<file path="src/rtl/pipe_pkg.sv">
// Shared pipeline definitions: widths, nop encoding, fetch FSM states.
// Imported by the fetch stage and its skid buffer.
package pipe_pkg;

    localparam int PC_W    = 9;
    localparam int INSTR_W = 32;

    localparam logic [31:0] NOP_INSTR = 32'h0;

    typedef enum logic [1:0] {
        FETCH = 2'd0,
        HOLD  = 2'd1,
        DROP  = 2'd2
    } fetch_state_t;

endpackage

</file>
<file path="src/rtl/fetch_skid_buf.sv">
// One-entry skid buffer holding a fetched word while decode is stalled.
// Ports: clk/reset, load_i/unload_i/clear_i controls, instr_i/pc4_i in, full_o/instr_o/pc4_o out.
module fetch_skid_buf #(
    parameter int PC_W    = 9,
    parameter int INSTR_W = 32
) (
    input  logic               clk,
    input  logic               reset,
    input  logic               load_i,
    input  logic               unload_i,
    input  logic               clear_i,
    input  logic [INSTR_W-1:0] instr_i,
    input  logic [PC_W-1:0]    pc4_i,
    output logic               full_o,
    output logic [INSTR_W-1:0] instr_o,
    output logic [PC_W-1:0]    pc4_o
);

    logic               full_q;
    logic [INSTR_W-1:0] instr_q;
    logic [PC_W-1:0]    pc4_q;

    always_ff @(posedge clk) begin
        if (reset) begin
            full_q  <= 1'b0;
            instr_q <= '0;
            pc4_q   <= '0;
        end else if (clear_i || unload_i) begin
            full_q <= 1'b0;
        end else if (load_i) begin
            full_q  <= 1'b1;
            instr_q <= instr_i;
            pc4_q   <= pc4_i;
        end
    end

    assign full_o  = full_q;
    assign instr_o = instr_q;
    assign pc4_o   = pc4_q;

endmodule

</file>
<file path="src/rtl/fetch_unit.sv">
// Instruction-fetch stage: owns the PC, handshakes with imem, feeds decode.
// Ports: clk/reset; imem_req/addr/ready/rdata; stall, redirect/redirect_pc; id_valid/instr/pc4.
module fetch_unit #(
    parameter int              PC_W     = pipe_pkg::PC_W,
    parameter int              INSTR_W  = pipe_pkg::INSTR_W,
    parameter logic [PC_W-1:0] RESET_PC = '0
) (
    input  logic               clk,
    input  logic               reset,
    output logic               imem_req,
    output logic [PC_W-1:0]    imem_addr,
    input  logic               imem_ready,
    input  logic [INSTR_W-1:0] imem_rdata,
    input  logic               stall,
    input  logic               redirect,
    input  logic [PC_W-1:0]    redirect_pc,
    output logic               id_valid,
    output logic [INSTR_W-1:0] id_instr,
    output logic [PC_W-1:0]    id_pc4
);

    import pipe_pkg::*;

    localparam logic [INSTR_W-1:0] NOP = INSTR_W'(NOP_INSTR);

    fetch_state_t state_q, state_d;

    logic [PC_W-1:0]    addr_q, addr_d;
    logic [PC_W-1:0]    pend_q, pend_d;
    logic               vld_q, vld_d;
    logic [INSTR_W-1:0] instr_q, instr_d;
    logic [PC_W-1:0]    pc4_q, pc4_d;

    logic               sb_load, sb_unload, sb_clear;
    logic               sb_full;
    logic [INSTR_W-1:0] sb_instr;
    logic [PC_W-1:0]    sb_pc4;

    logic               hs;
    logic [PC_W-1:0]    addr_inc;

    // HOLD issues nothing; DROP keeps the abandoned request alive until it completes.
    assign imem_req  = !reset && (state_q != HOLD);
    assign imem_addr = addr_q;
    assign hs        = imem_req && imem_ready;
    assign addr_inc  = addr_q + PC_W'(4);

    fetch_skid_buf #(
        .PC_W    (PC_W),
        .INSTR_W (INSTR_W)
    ) u_skid (
        .clk      (clk),
        .reset    (reset),
        .load_i   (sb_load),
        .unload_i (sb_unload),
        .clear_i  (sb_clear),
        .instr_i  (imem_rdata),
        .pc4_i    (addr_inc),
        .full_o   (sb_full),
        .instr_o  (sb_instr),
        .pc4_o    (sb_pc4)
    );

    always_comb begin
        state_d   = state_q;
        addr_d    = addr_q;
        pend_d    = pend_q;
        vld_d     = vld_q;
        instr_d   = instr_q;
        pc4_d     = pc4_q;
        sb_load   = 1'b0;
        sb_unload = 1'b0;
        sb_clear  = 1'b0;

        if (redirect) begin
            vld_d    = 1'b0;
            instr_d  = NOP;
            sb_clear = 1'b1;
        end

        unique case (state_q)
            FETCH: begin
                if (redirect) begin
                    if (hs) begin
                        addr_d = redirect_pc;
                    end else begin
                        pend_d  = redirect_pc;
                        state_d = DROP;
                    end
                end else if (hs) begin
                    addr_d = addr_inc;
                    if (!stall || !vld_q) begin
                        vld_d   = 1'b1;
                        instr_d = imem_rdata;
                        pc4_d   = addr_inc;
                    end else begin
                        sb_load = 1'b1;
                        state_d = HOLD;
                    end
                end else if (!stall) begin
                    vld_d   = 1'b0;
                    instr_d = NOP;
                end
            end
            HOLD: begin
                if (redirect) begin
                    addr_d  = redirect_pc;
                    state_d = FETCH;
                end else if (!stall) begin
                    vld_d     = sb_full;
                    instr_d   = sb_instr;
                    pc4_d     = sb_pc4;
                    sb_unload = 1'b1;
                    state_d   = FETCH;
                end
            end
            DROP: begin
                if (redirect) begin
                    pend_d = redirect_pc;
                end
                // Newest redirect target wins if it lands on the draining handshake.
                if (hs) begin
                    addr_d  = redirect ? redirect_pc : pend_q;
                    state_d = FETCH;
                end
            end
            default: begin
                state_d = FETCH;
            end
        endcase
    end

    always_ff @(posedge clk) begin
        if (reset) begin
            state_q <= FETCH;
            addr_q  <= RESET_PC;
            pend_q  <= RESET_PC;
            vld_q   <= 1'b0;
            instr_q <= NOP;
            pc4_q   <= '0;
        end else begin
            state_q <= state_d;
            addr_q  <= addr_d;
            pend_q  <= pend_d;
            vld_q   <= vld_d;
            instr_q <= instr_d;
            pc4_q   <= pc4_d;
        end
    end

    assign id_valid = vld_q;
    assign id_instr = instr_q;
    assign id_pc4   = pc4_q;

endmodule
</file>
<file path="config.mk">
export PLATFORM = sky130hd
export DESIGN_NAME = fetch_unit
export DESIGN_NICKNAME = d
export VERILOG_FILES = /design/src/rtl/pipe_pkg.sv /design/src/rtl/fetch_skid_buf.sv /design/src/rtl/fetch_unit.sv
export SDC_FILE = /design/constraint.sdc
export NUM_CORES = 1
export LEC_CHECK = 0
export ABC_AREA = 1
export BUFFER_PORTS_ARGS = -buffer_cell sky130_fd_sc_hd__buf_2
export CORE_AREA = 5 5 102 104
export DETAILED_ROUTE_END_ITERATION = 16
export DIE_AREA = 0 0 107 109
export MAX_ROUTING_LAYER = met4
export PLACE_DENSITY = 0.78
export SYNTH_ARGS = -nofsm -noshare
export SYNTH_HDL_FRONTEND = slang
export SYNTH_SLANG_ARGS = --single-unit
export TNS_END_PERCENT = 1
</file>
<file path="constraint.sdc">
create_clock -name clk -period 1.79 [get_ports clk]
set_input_delay 0.0895 -clock clk [delete_from_list [all_inputs] [get_ports clk]]
set_output_delay 0.0895 -clock clk [all_outputs]
set_load 0.005 [all_outputs]
</file>
* Yosys cells after proc, flatten, opt, wreduce, memory -nomap -nowiden *
Cells that the tools add are included.

cells by class
  $lt $le $gt $ge = 0
  add/subtract/negate cells = 1
  bitwise operators = 1
  shift-type cells = 0
  equal/unequal tests = 16
  $mul = 0
  multiplexer cells = 48
  div/mod/pow operators = 0
  reductions and logical operators = 17

operators by type and width
  cell                                                                   number
  32-bit two-way mux                                                     7
  9-bit two-way mux                                                      13
  32-bit case mux with 2 select lines                                    1
  9-bit case mux with 2 select lines                                     2
  9-bit case mux with 3 select lines                                     1
  2-bit != test, second input constant                                   9
  1-bit two-way mux                                                      15
  2-bit two-way mux                                                      7
  3-bit != test, second input constant                                   4
  9-bit by 3-bit adder with 9-bit output, second input constant          1
  2-bit case mux with 3 select lines                                     1
  6-bit AND reduction                                                    1
  5-bit AND reduction                                                    1
  4-bit AND reduction                                                    1
  2-bit nonzero test                                                     2
  1-bit logical NOT                                                      3
  3-bit AND reduction                                                    1
  3-bit nonzero test                                                     1
  2-bit by 1-bit equality test with 1-bit output, second input constant  1
  2-bit equality test, second input constant                             1
  1-bit logical AND                                                      2
  2-bit logical NOT                                                      1
  1-bit logical OR                                                       2
  2-bit by 1-bit != test with 1-bit output, second input constant        1
  4 further kinds                                                        4

storage, ports and cells
  flip-flop bits (word level) = 104
  memory bits (read-only) = 0
  output and inout bits = 52
  bits in latches = 0
  memories kept = 0
  logic and storage cells = 92
  RAM bits = 0

* Depth between registers and ports, before layout *
  depth in word-level cells = 7
  mapped depth = 12
  mapped depth without buffers = 11

* Modules after synthesis *
A second synthesis with hierarchy kept.

unflattened totals
  cell total of the unflattened synthesis = 875
  area total of the unflattened synthesis = 5544.1 um^2

by module, submodules not included
  module          cells an instance  area an instance (um^2)  times used  seq. area each (um^2)
  fetch_unit      602                3691.0                   1           1241.2
  fetch_skid_buf  273                1853.0                   1           840.8

* Worst setup path before layout *
Ideal clock, no wire load.

  path type = register to register
  start point = register state_q[1]
  end point = register addr_q[0] (netlist: imem_addr[0])
  path buffers = 1
  clock period less this slack = 1.618 ns
  path slack = 0.172 ns
  arrival = 1.505 ns
  cell stages (with the launch flop) = 12
  cells stage by stage = dfxtp_1 inv_1 ha_1 buf_6 nor2_8 nand2_4 nand2_1 o211ai_1 nor2_1 nand2_1 nand2_1 nor2_1

between the ends
  word-level cells in the longest chain between the ends = 5
  elaborated cells between the ends (all ways) = 12

ends and longest elaborated chain
  element                                     line               source
  start: declaration                          fetch_unit.sv:26   fetch_state_t state_q, state_d;
  start signal: assignment                    fetch_unit.sv:142  state_q <= state_d;
  2-bit by 1-bit != test with 1-bit output *  fetch_unit.sv:43   assign imem_req = !reset && (state_q != HOLD);
  1-bit logical AND *                         fetch_unit.sv:43
  named net imem_req                          fetch_unit.sv:10   output logic imem_req,
  1-bit logical AND *                         fetch_unit.sv:45   assign hs = imem_req && imem_ready;
  2-bit != test (no line)                     n/a
  4-bit AND reduction (no line) *             n/a
  end signal: assignment                      fetch_unit.sv:143  addr_q <= addr_d;
  end: declaration                            fetch_unit.sv:28   logic [PC_W-1:0] addr_q, addr_d;

Mark *: on every way through the listed nets, which the timed path passes. The rest lies on a longest branch.
A chain may end at the register's enable or synchronous reset.

* Final worst setup path *
  start point = register state_q[1]
  end point = register u_skid.instr_q[25] (netlist: u_skid.instr_o[25])

between the ends
  word-level cells in the longest chain between the ends = 7
  elaborated cells between the ends (all ways) = 12

ends and longest elaborated chain
  element                                   line                  source
  2-bit by 1-bit != test with 1-bit output  fetch_unit.sv:43
  1-bit logical AND                         fetch_unit.sv:43
  1-bit logical AND                         fetch_unit.sv:45
  1-bit two-way mux                         fetch_unit.sv:90      end else if (hs) begin
  1-bit two-way mux                         fetch_unit.sv:83      if (redirect) begin
  1-bit two-way mux                         fetch_unit.sv:81      unique case (state_q)
  2-bit AND reduction (no line) *           n/a
  end signal: assignment                    fetch_skid_buf.sv:32  instr_q <= instr_i;
  end: declaration                          fetch_skid_buf.sv:20  logic [INSTR_W-1:0] instr_q;

Mark *: on every way between the ends. The rest lies on a longest branch, timed or not.

==> run metrics <==
status finished, violations left; failing checks negative hold slack; Clock Sinks 104; die height 109 um; r2r endpoint u_skid.instr_o[25]; Worst Hold Class primary input to flop; Mapped Avg Cell Area 6.691 um2; Routed Antenna Nets 0; global-route wire length before repair 21.84 mm; reg2reg start state_q[1]; Routed Wire Length 13.57 mm; DP HPWL 9.480 mm; GPL Wtd Cong approximately 0.9; Fmax achieved slightly below 600 MHz; Yosys Warn Count 0; area delta synth->final 24.08%; sequential area share after synthesis 41.60%; Seq. cell area 2082 um2; clock latency on the worst-skew pair 380 ps; grt met3 use 3.789%; CTS buffer count 9; Mapped Cells 748; Synth Net Count 798; row count 36; Root Buffer clkbuf_8; die area between 10000 and 15000 um2; Port Buffers 97; #FFs+latches synth about 100; Clock Skews 9.580 ps; Total GRT Usage 23.60%; Final #Nets 917; Hold Path End u_skid.instr_o[5]; min cycle time layout 1723 ps; largest net degree at the start of global routing 51; WP data arrival ~2000 ps; Congestion Overflow GR 0; Setup WS pre-CTS 27.22 ps; CTS tree done; area of the multi-input gates 2469 um2; nature of the critical path endpoint flop; GRT met2 Usage 40.92%; Final setup violation count 0; CTS Buffer Depth 2; worst vdd ir 0.4734 mV; Die Width 107 um; DRT Pass-1 Iters 5; Starting Density 52.91%; Startpoint Class flop; WP data required 2060 ps; unrepaired setup endpoints after global routing yes; Final period util a little over nine tenths; post-route DRC violation count 0; most used routing layer met2; # diodes 0; core box area 9459 um2; post-route setup slack approximately 67 ps; share of layout cells above drive strength 1 between 15 and 20%; Worst Tran Pin Value roughly 440 ps; Reg clk slew, reported paths 110 ps; Static Leakage roughly 2.7 nW; H-tree levels 3; routed via count around 5300; Hold Slack -8.348 ps; vias per cell 5.334; max-slew violation count 0; GRT met1 Usage 28.77%; slew margin rel. 70.69%; critical path class flop to flop; # IOs roughly 100; Hold Path Origin imem_rdata[5]; drt initial violations 300; Yosys cell types 32; vias in the first global route between 4000 and 5000; fill cell count 812; PD cells between 800 and 900 nW/um2; Final Hold Fails 1; max_cap viols 0; hold path depth 3; initial antenna violation count 0; FF-to-FF path depth 11; internal reg-to-reg setup slack 70 ps; drt wl/cell 13.77 um; critical path peak fanout 18; Cell Area, Synth 5005 um2; crit path from state_q[1]
report_power, final:
group	leakage [nW]	total, mW	switching [mW]	internal (mW)
logic	1.74	0.999	0.584	0.415
clock network	0.109	1.62	0.919	0.697
registers	0.844	2.48	0.0664	2.41
stage by stage:
stage                     std cells  power, mW  area (um2)  util [%]  TNS, ps
after floorplan                 748      3.103        5005         -        0
after global placement          944      3.438        5674     59.99        0
after detailed placement        944      3.458        5674     59.99        0
after CTS                       982      5.079        6115     64.64        0
after global routing            986      5.350        6210     65.65   -538.0
final                           986      5.094        6210     65.65        0
worst max path at each step:
stage	end	slack, ps
after CTS	u_skid.full_o	8
after global placement	imem_addr[1]	80
final	u_skid.instr_o[25]	70
after detailed placement	id_instr[4]	30
after floorplan	imem_addr[0]	170
after global routing	id_instr[3]	-50
area by class of cell:
| cell class | count | area share (%) |
|---|---|---|
| Clock inverter | 7 | 1.551 |
| Tap cell | 114 | 2.297 |
| Clock buffer | 9 | 1.995 |
| Timing Repair Buffer | 153 | 16.86 |
| Inverter | 64 | 4.010 |
| Sequential cell | 104 | 33.53 |
| Multi-Input combinational cell | 535 | 39.75 |
registers in the layout (all words and copies together) (netlist names), 2 cells and up:
register	cells
u_skid.pc4_o	9
u_skid.instr_o	32
imem_addr	9
state_q	2
pend_q	9
id_pc4	9
id_instr	32
cell families after synthesis:
| kind of cell | after synthesis | share of synthesized area [%] |
|---|---|---|
| compound gates | 194 | 20.42 |
| simple gates | 336 | 27.28 |
| xor+xnor | 1 | 0.1750 |
| fa+ha+maj | 4 | 1.000 |
| buf+inv | 109 | 9.525 |
| flops | 104 | 41.60 |
metal layers:
layer  wire length, um  up-vias
li1                  -     2650
met1              5972     2382
met2              6634      197
met3               761       30
met4               204        0
met5                 0        -
worst max-delay path, stage by stage, from the launching register on:
cell and delay [ps]:
dfxtp_1 350, inv_1 70, buf_4 140, ha_4 160
inv_2 150, nor2_4 80, buf_4 160, nand2_4 90
inv_4 60, buf_12 150, nor2_1 130, nor2_1 80
cells in the mapped netlist, drive strengths merged:
cell type,n,share of area [%]
clkinv,1,0.075
o22ai,3,0.38
clkbuf,22,1.7
nand2,154,12
inv,63,4.8
ha,4,1.0
nand3,24,2.6
o21ai,81,8.1
a31oi,3,0.38
a22oi,11,1.7
buf,23,3.0
o211ai,3,0.45
and2,1,0.13
o21bai,2,0.30
nand4,1,0.13
dfxtp,104,42
a21oi,91,9.2
nor2,156,13
xnor2,1,0.18
layout by cell type, fill, tap and decap left out, types with 4 or more instances in the layout:
cell and count:
buf_4 26, dlygate4sd3_1 23, clkbuf_8 9, nand2_1 148, nand2_2 4, buf_2 97, inv_2 8, nand3_1 22
o21ai_0 78, buf_12 5, a22oi_1 11, a21oi_1 90, inv_1 52, nor2_1 151, dfxtp_1 104
repair_timing:
action | in CTS | in global routing
gates resized for setup | 0 | 14
hold buffers | 22 | 1
setup endpoints to repair | 0 | 84
endpoints found under the hold margin | 22 | 1
buffers inserted | 0 | 2
Note: power is estimated with default switching activity, not from simulation.
